File: src/rtl/seq_det_pkg.sv
// Shared definitions for the serial pattern detector: default widths,
// the per-edge action encoding and the fill-width helper.
package seq_det_pkg;

    localparam int DEF_PAT_W = 4;
    localparam int DEF_CNT_W = 8;

    // What the detector does with its history/fill on a given clock edge.
    typedef enum logic [2:0] {
        ACT_HOLD,
        ACT_LOAD,
        ACT_SHIFT,
        ACT_MATCH_KEEP,
        ACT_MATCH_RESTART
    } edge_action_e;

    // fill counts 0..PAT_W inclusive, so it needs clog2(PAT_W+1) bits.
    function automatic int fill_width(input int patW);
        return $clog2(patW + 1);
    endfunction

endpackage

File: src/rtl/seq_hit_counter.sv
// Saturating hit counter. A clear wins over the old value, but a hit on
// the same edge as a clear still counts, so the result is 1 rather than 0.
module seq_hit_counter
    import seq_det_pkg::*;
#(
    parameter int CNT_W = DEF_CNT_W
) (
    input  logic             clk,
    input  logic             reset,
    input  logic             inc,
    input  logic             clr,
    output logic [CNT_W-1:0] count
);

    localparam logic [CNT_W-1:0] CNT_MAX = '1;

    logic [CNT_W-1:0] count_q;
    logic [CNT_W-1:0] count_d;

    // Next count: clear (optionally with a coincident hit), else saturating increment.
    always_comb begin
        count_d = count_q;
        if (clr) begin
            count_d = inc ? CNT_W'(1) : '0;
        end else if (inc && (count_q != CNT_MAX)) begin
            count_d = count_q + CNT_W'(1);
        end
    end

    // Count register with asynchronous active-low reset.
    always_ff @(posedge clk or negedge reset) begin
        if (!reset) begin
            count_q <= '0;
        end else begin
            count_q <= count_d;
        end
    end

    assign count = count_q;

endmodule

File: src/rtl/param_seq_detector.sv
// Serial pattern detector with a loadable PAT_W-bit target, overlapping or
// non-overlapping matching, a registered match pulse and a saturating count.
module param_seq_detector
    import seq_det_pkg::*;
#(
    parameter int PAT_W = DEF_PAT_W,
    parameter int CNT_W = DEF_CNT_W
) (
    input  logic                          clk,
    input  logic                          reset,
    input  logic                          data_in,
    input  logic                          valid_in,
    input  logic [PAT_W-1:0]              pattern,
    input  logic                          pat_load,
    input  logic                          overlap_en,
    input  logic                          clear_cnt,
    output logic                          detected,
    output logic [CNT_W-1:0]              det_count,
    output logic [fill_width(PAT_W)-1:0]  fill
);

    localparam int FILL_W = fill_width(PAT_W);
    localparam logic [FILL_W-1:0] FILL_FULL = FILL_W'(PAT_W);
    localparam logic [FILL_W-1:0] FILL_ARM  = FILL_W'(PAT_W - 1);

    logic [PAT_W-1:0]  hist_q;
    logic [PAT_W-1:0]  hist_d;
    logic [PAT_W-1:0]  pat_q;
    logic [PAT_W-1:0]  pat_d;
    logic [FILL_W-1:0] fill_q;
    logic [FILL_W-1:0] fill_d;
    logic              det_q;
    logic              det_d;

    logic [PAT_W-1:0]  shifted;
    logic [FILL_W-1:0] fill_inc;
    logic              candidate;
    logic              hit;
    edge_action_e      action;

    // The window that would be in history after this edge, and whether it completes the target.
    always_comb begin
        shifted   = {hist_q[PAT_W-2:0], data_in};
        fill_inc  = (fill_q == FILL_FULL) ? fill_q : (fill_q + FILL_W'(1));
        candidate = (fill_q >= FILL_ARM) && (shifted == pat_q);
    end

    // Decide this edge's action; a pattern load overrides sampling and suppresses any match.
    always_comb begin
        action = ACT_HOLD;
        if (pat_load) begin
            action = ACT_LOAD;
        end else if (valid_in) begin
            if (candidate) begin
                action = overlap_en ? ACT_MATCH_KEEP : ACT_MATCH_RESTART;
            end else begin
                action = ACT_SHIFT;
            end
        end
    end

    // Next-state for history, fill, pattern and the match pulse.
    always_comb begin
        hist_d = hist_q;
        fill_d = fill_q;
        pat_d  = pat_q;
        hit    = 1'b0;
        case (action)
            ACT_LOAD: begin
                pat_d  = pattern;
                fill_d = '0;
            end
            ACT_SHIFT: begin
                hist_d = shifted;
                fill_d = fill_inc;
            end
            ACT_MATCH_KEEP: begin
                hist_d = shifted;
                fill_d = fill_inc;
                hit    = 1'b1;
            end
            ACT_MATCH_RESTART: begin
                hist_d = shifted;
                fill_d = '0;
                hit    = 1'b1;
            end
            default: begin
                hist_d = hist_q;
            end
        endcase
        det_d = hit;
    end

    // Detector state registers with asynchronous active-low reset.
    always_ff @(posedge clk or negedge reset) begin
        if (!reset) begin
            hist_q <= '0;
            pat_q  <= '0;
            fill_q <= '0;
            det_q  <= 1'b0;
        end else begin
            hist_q <= hist_d;
            pat_q  <= pat_d;
            fill_q <= fill_d;
            det_q  <= det_d;
        end
    end

    seq_hit_counter #(
        .CNT_W (CNT_W)
    ) u_hit_counter (
        .clk   (clk),
        .reset (reset),
        .inc   (hit),
        .clr   (clear_cnt),
        .count (det_count)
    );

    assign detected = det_q;
    assign fill     = fill_q;

endmodule

File: config.mk
export PLATFORM = sky130hd
export DESIGN_NAME = param_seq_detector
export DESIGN_NICKNAME = d
export VERILOG_FILES = /design/src/rtl/seq_det_pkg.sv /design/src/rtl/seq_hit_counter.sv /design/src/rtl/param_seq_detector.sv
export SDC_FILE = /design/constraint.sdc
export NUM_CORES = 1
export LEC_CHECK = 0
export BUFFER_PORTS_ARGS = -buffer_cell sky130_fd_sc_hd__buf_2
export CAP_MARGIN = 5
export CORE_ASPECT_RATIO = 1.1
export CORE_MARGIN = 1.5
export CORE_UTILIZATION = 45
export DETAILED_ROUTE_END_ITERATION = 10
export GPL_TIMING_DRIVEN = 0
export PLACE_DENSITY = 0.65
export SETUP_SLACK_MARGIN = 0.05
export SYNTH_ARGS = -nofsm -noshare
export SYNTH_HDL_FRONTEND = slang
export SYNTH_SLANG_ARGS = --single-unit
File: constraint.sdc
create_clock -name clk -period 2.4 [get_ports clk]
set_input_delay 0.24 -clock clk [delete_from_list [all_inputs] [get_ports clk]]
set_output_delay 0.24 -clock clk [all_outputs]
set_load 0.02 [all_outputs]
==> results of run 1 <==
-- flip-flops by register name, summed over array words and instances, names as in the netlist --
signal,count
detected,1
pat_q,4
fill,3
hist_q,3
u_hit_counter.count,8
-- final timing paths --
check                           cells after the start        from                endpoint
worst max register to register                      7     fill[0]  u_hit_counter.count[6]
min in group asynchronous                           2       reset                 fill[1]
worst max-delay path                                7     fill[0]  u_hit_counter.count[6]
worst min-delay path                                2  pattern[2]                pat_q[2]
max in group asynchronous                           2       reset  u_hit_counter.count[4]
worst min register to register                      1    pat_q[2]                pat_q[2]
-- stage by stage --
stage          util, %  hold WS (ps)  cells  area [µm²]
3_3_place_gp      54.2           198    154        1230
3_5_place_dp      54.2           200    154        1230
4_1_cts           55.8           160    159        1270
2_1_floorplan        -         -55.6    103        1090
6_report          55.8           171    159        1270
5_1_grt           55.8           156    159        1270
-- routing by layer --
metal  share of wire, %  wire [µm]
met5                  0          0
met4                1.1         23
met3                3.8         82
met2                 49       1050
met1                 46        973
-- logic make-up (layout without fill, tap and decap cells) --
kind of cell | count (synthesis) | after routing | share of synthesized area (%)
simple gates | 37 | 37 | 19.1
compound gates | 19 | 19 | 13.5
flops | 19 | 19 | 43.6
mux | 10 | 10 | 10.3
buf+inv | 10 | 36 | 3.56
fa+ha+maj | 4 | 4 | 4.59
xor+xnor | 4 | 4 | 5.28
-- synth_stat cells (2+ instances only) --
cell,instances
nand3_1,7
ha_1,4
nor2_1,6
a21oi_1,7
inv_1,7
clkbuf_1,2
nor2b_1,3
nand4_1,3
o21ai_0,2
dfrtp_1,19
nand2_1,4
o32ai_1,2
or4_1,3
xnor2_2,3
nor3_1,4
mux2_2,10
o31ai_1,3
-- cell usage in the layout (no fill, tap or decap), types with 2 or more instances in the layout --
| cell type | synthesis | routed |
|---|---|---|
| ha_1 | 4 | 4 |
| nor3_1 | 4 | 4 |
| xnor2_2 | 3 | 3 |
| clkbuf_4 | 0 | 3 |
| a21oi_1 | 7 | 7 |
| clkbuf_1 | 2 | 3 |
| or4_1 | 3 | 3 |
| nor2b_1 | 3 | 3 |
| nand3_1 | 7 | 7 |
| buf_2 | 1 | 22 |
| mux2_2 | 10 | 10 |
| o21ai_0 | 2 | 2 |
| nor2_1 | 6 | 6 |
| nand4_1 | 3 | 3 |
| inv_1 | 7 | 7 |
| o32ai_1 | 2 | 2 |
| nand2_1 | 4 | 4 |
| o31ai_1 | 3 | 3 |
| dfrtp_1 | 19 | 19 |
-- timing repair --
action / CTS / global route
hold endpoints to repair: 19 / 0
setup endpoints to repair: 0 / 0
hold buffers: 1 / 0
-- cell type report --
type                       count  area (µm²)  area share [%]
timing repair buffer          22         115            9.07
tap                           30        37.5            2.96
sequential                    19         475            37.5
buffer                         3        12.5           0.986
clock buffer                   4        26.3            2.07
inverter                       7        26.3            2.07
multi-input combinational     74         576            45.4
-- critical path, cell delays in order, from the launching register on --
cell and delay (ps):
dfrtp_1 440, ha_1 230, ha_1 180, a211oi_1 330
nand4bb_1 180, buf_2 210, nor3_1 90, mux2_2 290
-- where the power goes --
part / switching (mW) / total, mW / internal (mW)
Clock: 0.0951 / 0.160 / 0.0647
Sequential: 0.0251 / 0.369 / 0.344
Combinational: 0.0790 / 0.149 / 0.0705
==> impl_metrics.prom, run 1 <==
# TYPE chip_impl_metric gauge
chip_impl_metric{name="grt_pass1_wl",unit="mm"} 3.54
chip_impl_metric{name="r2r_slack",unit="ps"} 340
chip_impl_info{name="grt_busiest_layer",value="met2"} 1
chip_impl_metric{name="netlist-cell-type-count",unit=""} 31
chip_impl_metric{name="dieWidth",unit="µm"} 49.9
chip_impl_metric{name="dieArea",unit="µm²"} 2730
chip_impl_metric{name="finalWorstSetupSlack",unit="ps"} 340
chip_impl_info{name="outcome",value="finished clean"} 1
chip_impl_metric{name="routedWlPerCell",unit="µm"} 13.4
chip_impl_metric{name="final_nets",unit=""} 145
chip_impl_metric{name="clkLatencyLatePin",unit="ps"} 290
chip_impl_metric{name="totalNegativeSetupSlack",unit="ps"} 0
chip_impl_metric{name="timing.slew.headroom",unit="%"} 70.8
chip_impl_metric{name="grt_pass1_vias",unit=""} 829
chip_impl_metric{name="cts_made_buffers",unit=""} 3
chip_impl_metric{name="report.final.slew_viol_count",unit=""} 0
chip_impl_metric{name="final-hold-violation-count",unit=""} 0
chip_impl_metric{name="cts_sinks",unit=""} 19
chip_impl_metric{name="fmax",unit="MHz"} 485
chip_impl_info{name="cts_tree",value="yes"} 1
chip_impl_metric{name="placementRows",unit=""} 18
chip_impl_metric{name="gp_routability_congestion",unit=""} 0.778
chip_impl_metric{name="cp_max_fo",unit=""} 10
chip_impl_metric{name="dpl_worst_slack",unit="ps"} 393
chip_impl_metric{name="gr-usage-met1",unit="%"} 20.9
chip_impl_metric{name="diodes",unit=""} 0
chip_impl_metric{name="boundaryPins",unit=""} 23
chip_impl_metric{name="clock_path_buffers",unit=""} 2
chip_impl_metric{name="maxCapViolCount",unit=""} 0
chip_impl_metric{name="clkSlewWorstSetupHoldPaths",unit="ps"} 100
chip_impl_metric{name="seq_area_frac_synth",unit="%"} 43.6
chip_impl_metric{name="fillerInstances",unit=""} 202
chip_impl_metric{name="synthArstFlopShare",unit="%"} 100
chip_impl_metric{name="use_met3",unit="%"} 4.10
chip_impl_metric{name="finalClockSkew",unit="ps"} 3.06
chip_impl_metric{name="synth-seq-cells",unit=""} 19
chip_impl_metric{name="vias_per_cell",unit=""} 5.57
chip_impl_metric{name="route.antenna.remaining_nets",unit=""} 0
chip_impl_metric{name="postCtsSetupRepairBufs",unit=""} 0
chip_impl_metric{name="arrival",unit="ps"} 2250
chip_impl_metric{name="syn_nets",unit=""} 118
chip_impl_metric{name="final_min_period_over_clock_period",unit="%"} 85.8
chip_impl_metric{name="max_slew.worst_pin.slew",unit="ps"} 427
chip_impl_metric{name="use_met2",unit="%"} 31.1
chip_impl_metric{name="post_synth_design_cell_area",unit="µm²"} 1090
chip_impl_metric{name="detailroute.via_count",unit=""} 885
chip_impl_info{name="setup.worst_path.end_class",value="register"} 1
chip_impl_info{name="worstSetupPathType",value="reg -> reg"} 1
chip_impl_metric{name="power.static_leakage",unit="nW"} 0.581
chip_impl_metric{name="drc",unit=""} 0
chip_impl_info{name="cts_root_buffer",value="clkbuf_4"} 1
chip_impl_metric{name="power.total",unit="µW"} 679
chip_impl_info{name="rsz_0062_raised_after_global_routing",value="false"} 1
chip_impl_metric{name="htreeDepth",unit=""} 1
chip_impl_metric{name="syn_inst",unit=""} 103
chip_impl_metric{name="required",unit="ps"} 2590
chip_impl_metric{name="core_area",unit="µm²"} 2270
chip_impl_metric{name="grt_antenna_before_repair",unit=""} 0
chip_impl_info{name="synthFlopType",value="dfrtp_1"} 1
chip_impl_info{name="hold_path_class",value="in -> reg"} 1
chip_impl_metric{name="place_hpwl",unit="mm"} 1.64
chip_impl_metric{name="pin_count_of_the_biggest_net_entering_global_routing",unit=""} 20
chip_impl_metric{name="detail_route.first_pass.iterations",unit=""} 4
chip_impl_metric{name="ys.warnings.count",unit=""} 0
chip_impl_metric{name="die_h",unit="µm"} 54.6
chip_impl_metric{name="number_of_gates_given_a_new_drive_strength_after_cts",unit=""} 0
chip_impl_metric{name="wirelength",unit="mm"} 2.13
chip_impl_metric{name="synth_edf_count",unit=""} 0
chip_impl_info{name="timing.critical_path.from_type",value="register"} 1
chip_impl_metric{name="overflow",unit=""} 0
chip_impl_metric{name="number_of_design_rule_violations_left_by_the_first_detailed_router_iteration",unit=""} 15
chip_impl_metric{name="final-setup-viol-count",unit=""} 0
chip_impl_metric{name="power.density_cell_area",unit="nW/µm²"} 535
chip_impl_info{name="synth_top_cells_by_area",value="dfrtp_1, mux2_2, ha_1, xnor2_2, a21oi_1"} 1
chip_impl_metric{name="min_period",unit="ps"} 2060
chip_impl_metric{name="synthesis.area_per_instance",unit="µm²"} 10.6
chip_impl_metric{name="groute.usage.overall",unit="%"} 17.7
chip_impl_metric{name="power.ir.vdd_worst",unit="V"} 0.000330
chip_impl_metric{name="buffer_ports.inserted",unit=""} 21
chip_impl_metric{name="synth.top_cell.area_share",unit="%"} 43.6
chip_impl_metric{name="final_layout_size_suffix_gt1_share",unit="%"} 31.8
chip_impl_metric{name="initial_utilization",unit="%"} 47.9
chip_impl_info{name="synth_largest_area_cell",value="dfrtp_1"} 1
chip_impl_metric{name="synthToLayoutAreaGrowth",unit="%"} 16.4
(Power assumes the default switching activity.)
==> inputs of run 2 (changes only) <==
MAX_ROUTING_LAYER = met4   (was default)
==> run 2 against run 1 <==
  * Setup slack worse by 4.3 ps
  * Flip-flop and latch count unchanged
  * Wire length up 0.28%
  * Highest routed layer unchanged
==> impl_metrics.prom, run 2 (same netlist as run 1, synthesis figures left out) <==
# TYPE chip_impl_metric gauge
chip_impl_info{name="outcome",value="finished clean"} 1
chip_impl_info{name="rsz_0062_raised_after_global_routing",value="false"} 1
chip_impl_metric{name="totalNegativeSetupSlack",unit="ps"} 0
chip_impl_metric{name="dieWidth",unit="µm"} 49.9
chip_impl_metric{name="required",unit="ps"} 2590
chip_impl_metric{name="boundaryPins",unit=""} 23
chip_impl_metric{name="detail_route.first_pass.iterations",unit=""} 4
chip_impl_info{name="layout_commonest_cell",value="buf_2"} 1
chip_impl_metric{name="arrival",unit="ps"} 2250
chip_impl_metric{name="hold_path_depth",unit=""} 2
chip_impl_metric{name="min_period",unit="ps"} 2060
chip_impl_metric{name="overflow",unit=""} 0
chip_impl_metric{name="pin_count_of_the_biggest_net_entering_global_routing",unit=""} 20
chip_impl_metric{name="grt_pass1_vias",unit=""} 829
chip_impl_metric{name="grt_pass1_wl",unit="mm"} 3.55
chip_impl_metric{name="htreeDepth",unit=""} 1
chip_impl_metric{name="cp_max_fo",unit=""} 10
chip_impl_metric{name="initial_utilization",unit="%"} 47.9
chip_impl_metric{name="place_hpwl",unit="mm"} 1.64
chip_impl_info{name="cts_tree",value="yes"} 1
chip_impl_metric{name="dpl_worst_slack",unit="ps"} 393
chip_impl_metric{name="diodes",unit=""} 0
chip_impl_metric{name="dieArea",unit="µm²"} 2730
chip_impl_metric{name="clock_path_buffers",unit=""} 2
chip_impl_metric{name="final_layout_size_suffix_gt1_share",unit="%"} 31.8
chip_impl_metric{name="maxCapViolCount",unit=""} 0
chip_impl_metric{name="placementRows",unit=""} 18
chip_impl_metric{name="synthToLayoutAreaGrowth",unit="%"} 16.4
chip_impl_metric{name="multi_input_comb_area",unit="µm²"} 576
chip_impl_metric{name="finalClockSkew",unit="ps"} 1.62
chip_impl_metric{name="r2r_cells",unit=""} 7
chip_impl_metric{name="drc",unit=""} 0
chip_impl_metric{name="die_h",unit="µm"} 54.6
chip_impl_metric{name="fillerInstances",unit=""} 202
chip_impl_info{name="layout.cells.most_common_list",value="buf_2, dfrtp_1, mux2_2"} 1
chip_impl_metric{name="timing.slew.headroom",unit="%"} 70.4
chip_impl_metric{name="number_of_design_rule_violations_left_by_the_first_detailed_router_iteration",unit=""} 7
chip_impl_metric{name="clkLatencyLatePin",unit="ps"} 290
chip_impl_metric{name="final_min_period_over_clock_period",unit="%"} 86.0
chip_impl_metric{name="cts_sinks",unit=""} 19
chip_impl_metric{name="cts_made_buffers",unit=""} 3
chip_impl_info{name="timing.critical_path.cells",value="ha_1 -> ha_1 -> a211oi_1 -> nand4bb_1 -> buf_2 -> nor3_1 -> mux2_2"} 1
chip_impl_metric{name="critical_path.max_stage_delay",unit="ps"} 440
chip_impl_info{name="timing.critical_path.from_type",value="register"} 1
chip_impl_metric{name="layout.area.seq",unit="µm²"} 475
chip_impl_metric{name="detailroute.via_count",unit=""} 864
chip_impl_metric{name="power.static_leakage",unit="nW"} 0.581
chip_impl_metric{name="finalWorstSetupSlack",unit="ps"} 336
chip_impl_info{name="critPathMostFrequentCell",value="ha_1"} 1
chip_impl_info{name="cts_root_buffer",value="clkbuf_4"} 1
chip_impl_metric{name="route.antenna.remaining_nets",unit=""} 0
chip_impl_metric{name="final_cell_area",unit="µm²"} 1270
chip_impl_metric{name="max_reg_flops",unit=""} 8
chip_impl_metric{name="core_area",unit="µm²"} 2270
chip_impl_metric{name="final_nets",unit=""} 145
chip_impl_metric{name="final-hold-violation-count",unit=""} 0
chip_impl_metric{name="power.ir.vdd_worst",unit="V"} 0.000331
chip_impl_info{name="setup.worst_path.end_class",value="register"} 1
chip_impl_metric{name="final-setup-viol-count",unit=""} 0
chip_impl_metric{name="wirelength",unit="mm"} 2.14
chip_impl_info{name="worstSetupPathType",value="reg -> reg"} 1
chip_impl_metric{name="fmax",unit="MHz"} 484
chip_impl_metric{name="gp_routability_congestion",unit=""} 0.789
chip_impl_metric{name="power.density_cell_area",unit="nW/µm²"} 535
chip_impl_info{name="hold_path_class",value="in -> reg"} 1
chip_impl_metric{name="clkSlewWorstSetupHoldPaths",unit="ps"} 100
chip_impl_metric{name="report.final.slew_viol_count",unit=""} 0
chip_impl_metric{name="buffer_ports.inserted",unit=""} 21
chip_impl_info{name="crit_path_top_delay_cell",value="dfrtp_1"} 1
chip_impl_metric{name="vias_per_cell",unit=""} 5.43
chip_impl_metric{name="grt_antenna_before_repair",unit=""} 0
chip_impl_metric{name="dpl_cell_area",unit="µm²"} 1230
chip_impl_metric{name="max_slew.worst_pin.slew",unit="ps"} 433
chip_impl_metric{name="groute.usage.overall",unit="%"} 18.2
chip_impl_metric{name="routedWlPerCell",unit="µm"} 13.4
[run 2: stage by stage]
stage | util, % | instances | total power, mW | hold WS [ps]
floorplan | - | 103 | 0.481 | -55.6
global placement | 54.2 | 154 | 0.518 | 198
detailed placement | 54.2 | 154 | 0.526 | 200
CTS | 55.8 | 159 | 0.687 | 160
global route | 55.8 | 159 | 0.721 | 156
finish | 55.8 | 159 | 0.678 | 171
[run 2: worst max-delay path: cells and delay by family, from the launching register on]
kind / cells / cell delay, ps
muxes: 1 / 290
adders and majority gates: 2 / 410
DFF: 1 / 440
AOI/OAI and AO/OA: 1 / 340
buffers and inverters: 1 / 210
and+or+nand+nor: 2 / 270
[run 2: cell type report]
type	instances	share of cell area, %
flip-flops and latches	19	37.5
inverters	7	2.07
well taps	30	2.96
repair buffers	22	9.07
multi-input cells	74	45.4
plain buffers	3	0.986
clock buffers	4	2.07
[run 2: path summary, 6_finish.rpt]
| check | start | slack (ps) | to |
|---|---|---|---|
| min | pattern[2] | 170 | pat_q[2] |
| max reg2reg | fill[0] | 340 | u_hit_counter.count[6] |
| min in group asynchronous | reset | 400 | fill[1] |
| max in group asynchronous | reset | 1700 | hist_q[0] |
| max | fill[0] | 340 | u_hit_counter.count[6] |
| min reg2reg | pat_q[2] | 540 | pat_q[2] |
[run 2: report_power, final]
| group | leakage (nW) | switching [mW] | total (mW) | internal (mW) |
|---|---|---|---|---|
| clock network | 0.0150 | 0.0942 | 0.159 | 0.0647 |
| registers | 0.248 | 0.0252 | 0.369 | 0.344 |
| logic | 0.318 | 0.0796 | 0.150 | 0.0705 |
[run 2: timing repair]
item	4_1_cts	5_1_grt
hold endpoints to repair	19	0
hold buffers	1	0
buffers inserted	0	0
gates resized for setup	0	0
[run 2: metal layers]
metal	share of wire (%)	track usage [%]	up-vias
met1	47	20.9	405
met4	1.1	8.33	0
met2	48	31.1	19
li1	-	-	436
met3	3.8	4.10	4
met5	0	-	-
==> inputs of run 3 (changes only) <==
PLACE_DENSITY = 0.68   (was 0.65)
==> run 3 against run 2 <==
  * Sequential share of layout area is the same
  * Fmax grew 0.37%
  * Clock-buffer cell count is the same
  * Setup slack gained 7.5 ps
  * Wire length grew 1.7%
  * Largest cell class unchanged
  * Via count grew 3.4%
  * Largest power group unchanged
  * Sequential power is essentially flat
  * Highest routed layer unchanged
  * Critical path depth is the same
  * Critical endpoint is now u_hit_counter.count[5]
  * Register-to-register slack is essentially flat
  * Cell count is the same
  * Global-route usage grew 0.051 points
  * Clock skew grew 1.1 ps
==> impl_metrics.prom, run 3 (same netlist as run 1, synthesis figures left out) <==
# TYPE chip_impl_metric gauge
chip_impl_info{name="outcome",value="finished clean"} 1
chip_impl_metric{name="maxCapViolCount",unit=""} 0
chip_impl_metric{name="min_period",unit="ps"} 2060
chip_impl_metric{name="grt_antenna_before_repair",unit=""} 0
chip_impl_metric{name="report.final.slew_viol_count",unit=""} 0
chip_impl_metric{name="power_report.internal_total",unit="µW"} 480
chip_impl_info{name="layout.cells.most_common_list",value="buf_2, dfrtp_1, mux2_2"} 1
chip_impl_info{name="layout_commonest_cell",value="buf_2"} 1
chip_impl_metric{name="power.share.switching",unit="%"} 30.1
chip_impl_metric{name="htreeDepth",unit=""} 1
chip_impl_info{name="critPathMostFrequentCell",value="ha_1"} 1
chip_impl_metric{name="finalClockSkew",unit="ps"} 2.71
chip_impl_metric{name="r2r_slack",unit="ps"} 340
chip_impl_metric{name="arrival",unit="ps"} 2250
chip_impl_info{name="rr_endpoint",value="u_hit_counter.count[5]"} 1
chip_impl_metric{name="final_nets",unit=""} 145
chip_impl_metric{name="die_h",unit="µm"} 54.6
chip_impl_info{name="timing.critical_path.from_type",value="register"} 1
chip_impl_metric{name="timing.slew.headroom",unit="%"} 71.4
chip_impl_metric{name="synthToLayoutAreaGrowth",unit="%"} 16.4
chip_impl_metric{name="totalNegativeSetupSlack",unit="ps"} 0
chip_impl_metric{name="dieWidth",unit="µm"} 49.9
chip_impl_metric{name="boundaryPins",unit=""} 23
chip_impl_metric{name="clkLatencyLatePin",unit="ps"} 300
chip_impl_metric{name="pin_count_of_the_biggest_net_entering_global_routing",unit=""} 20
chip_impl_metric{name="drc",unit=""} 0
chip_impl_metric{name="power.sequential.fraction",unit="%"} 53.9
chip_impl_metric{name="placementRows",unit=""} 18
chip_impl_metric{name="fmax",unit="MHz"} 486
chip_impl_info{name="cp-startpoint",value="fill[0]"} 1
chip_impl_metric{name="grt_pass1_vias",unit=""} 799
chip_impl_metric{name="power.ir.vdd_worst",unit="V"} 0.000383
chip_impl_metric{name="overflow",unit=""} 0
chip_impl_metric{name="detailroute.via_count",unit=""} 893
chip_impl_metric{name="cts_sinks",unit=""} 19
chip_impl_metric{name="dpl_cell_area",unit="µm²"} 1230
chip_impl_info{name="setup.worst_path.end_class",value="register"} 1
chip_impl_info{name="rsz_0062_raised_after_global_routing",value="false"} 1
chip_impl_metric{name="gp_routability_congestion",unit=""} 0.810
chip_impl_metric{name="postCtsSetupRepairBufs",unit=""} 0
chip_impl_metric{name="fillerInstances",unit=""} 234
chip_impl_metric{name="place_hpwl",unit="mm"} 1.62
chip_impl_metric{name="clock_path_buffers",unit=""} 2
chip_impl_metric{name="final-hold-violation-count",unit=""} 0
chip_impl_metric{name="clkSlewWorstSetupHoldPaths",unit="ps"} 110
chip_impl_metric{name="route.antenna.remaining_nets",unit=""} 0
chip_impl_metric{name="final-setup-viol-count",unit=""} 0
chip_impl_metric{name="critical_path.max_stage_delay",unit="ps"} 450
chip_impl_metric{name="dieArea",unit="µm²"} 2730
chip_impl_metric{name="routedWlPerCell",unit="µm"} 13.7
chip_impl_metric{name="cp_max_fo",unit=""} 10
chip_impl_metric{name="wirelength",unit="mm"} 2.17
chip_impl_metric{name="multi_input_comb_area",unit="µm²"} 576
chip_impl_info{name="cts_tree",value="yes"} 1
chip_impl_metric{name="max_slew.worst_pin.slew",unit="ps"} 428
chip_impl_info{name="hold_path_class",value="in -> reg"} 1
chip_impl_metric{name="diodes",unit=""} 0
chip_impl_metric{name="buffer_ports.inserted",unit=""} 21
chip_impl_metric{name="power.density_cell_area",unit="nW/µm²"} 541
chip_impl_metric{name="final_min_period_over_clock_period",unit="%"} 85.7
chip_impl_metric{name="core_area",unit="µm²"} 2270
chip_impl_info{name="crit_path_end",value="u_hit_counter.count[5]"} 1
chip_impl_metric{name="number_of_design_rule_violations_left_by_the_first_detailed_router_iteration",unit=""} 18
chip_impl_metric{name="final_layout_size_suffix_gt1_share",unit="%"} 31.8
chip_impl_metric{name="r2r_cells",unit=""} 7
chip_impl_metric{name="p_switching",unit="µW"} 206
chip_impl_metric{name="power.static_leakage",unit="nW"} 0.581
chip_impl_metric{name="groute.usage.overall",unit="%"} 18.3
chip_impl_metric{name="grt_pass1_wl",unit="mm"} 3.57
chip_impl_info{name="timing.critical_path.cells",value="ha_1 -> ha_1 -> a211oi_1 -> nand4bb_1 -> buf_2 -> nor3_1 -> mux2_2"} 1
chip_impl_metric{name="initial_utilization",unit="%"} 47.9
chip_impl_info{name="worstSetupPathType",value="reg -> reg"} 1
chip_impl_info{name="cts_root_buffer",value="clkbuf_4"} 1
chip_impl_metric{name="power.combinational.fraction",unit="%"} 22.0
chip_impl_info{name="crit_path_top_delay_cell",value="dfrtp_1"} 1
chip_impl_info{name="start_of_the_worst_register_to_register_path",value="fill[0]"} 1
chip_impl_metric{name="cts_made_buffers",unit=""} 3
chip_impl_metric{name="layout.area.seq",unit="µm²"} 475
chip_impl_metric{name="final_cell_area",unit="µm²"} 1270
chip_impl_metric{name="vias_per_cell",unit=""} 5.62
chip_impl_metric{name="detail_route.first_pass.iterations",unit=""} 4
chip_impl_metric{name="required",unit="ps"} 2600
chip_impl_metric{name="max_reg_flops",unit=""} 8
chip_impl_metric{name="p_clk_share",unit="%"} 24.1
[run 3: cell counts in the layout (fill, tap and decap cells not counted)]
Identical to the previous run, type by type.
[run 3: per-stage QoR]
step	total power [mW]	worst slack (ps)	utilization [%]	hold slack [ps]	instances
CTS	0.694	344	55.8	157	159
global route	0.726	223	55.8	155	159
detailed placement	0.526	358	54.2	203	154
finish	0.686	343	55.8	164	159
global placement	0.517	458	54.2	195	154
floorplan	0.481	506	-	-55.6	103
[run 3: metal layers]
metal	GRT usage (%)	up-vias	share of wire, %
met3	2.73	4	3.4
li1	-	438	-
met1	21.4	428	46
met5	-	-	0
met2	31.1	23	49
met4	9.72	0	2.2
[run 3: how the worst min path moves through the flow]
stage	from	end	depth (start not counted)	slack, ps
floorplan	reset	detected	0	-60
global placement	reset	fill[2]	1	200
detailed placement	reset	fill[1]	1	200
CTS	pattern[3]	pat_q[3]	2	160
global route	pattern[2]	pat_q[2]	2	150
finish	pattern[3]	pat_q[3]	2	160
[run 3: cell type report]
class | count | area share, %
Multi-Input combinational cell | 74 | 45.4
Inverter | 7 | 2.07
Timing Repair Buffer | 22 | 9.07
Sequential cell | 19 | 37.5
Buffer | 3 | 0.986
Clock buffer | 4 | 2.07
Tap cell | 30 | 2.96
[run 3: critical path, delay by kind of cell, from the launching register on]
kind | cells | cell delay (ps)
compound gates | 1 | 340
simple gates | 2 | 260
fa+ha+maj | 2 | 410
flops | 1 | 450
buf+inv | 1 | 200
mux | 1 | 290
[run 3: power by group through the flow]
stage	clock network, mW	registers (mW)	logic (mW)
after floorplan	0	0.379	0.102
after global placement	0	0.374	0.143
after detailed placement	0	0.376	0.150
after CTS	0.173	0.370	0.152
after global routing	0.186	0.374	0.166
final	0.165	0.370	0.151
[run 3: repair_timing]
action,4_1_cts,5_1_grt
endpoints found under the hold margin,19,0
hold buffers,1,0
gates resized for setup,0,0
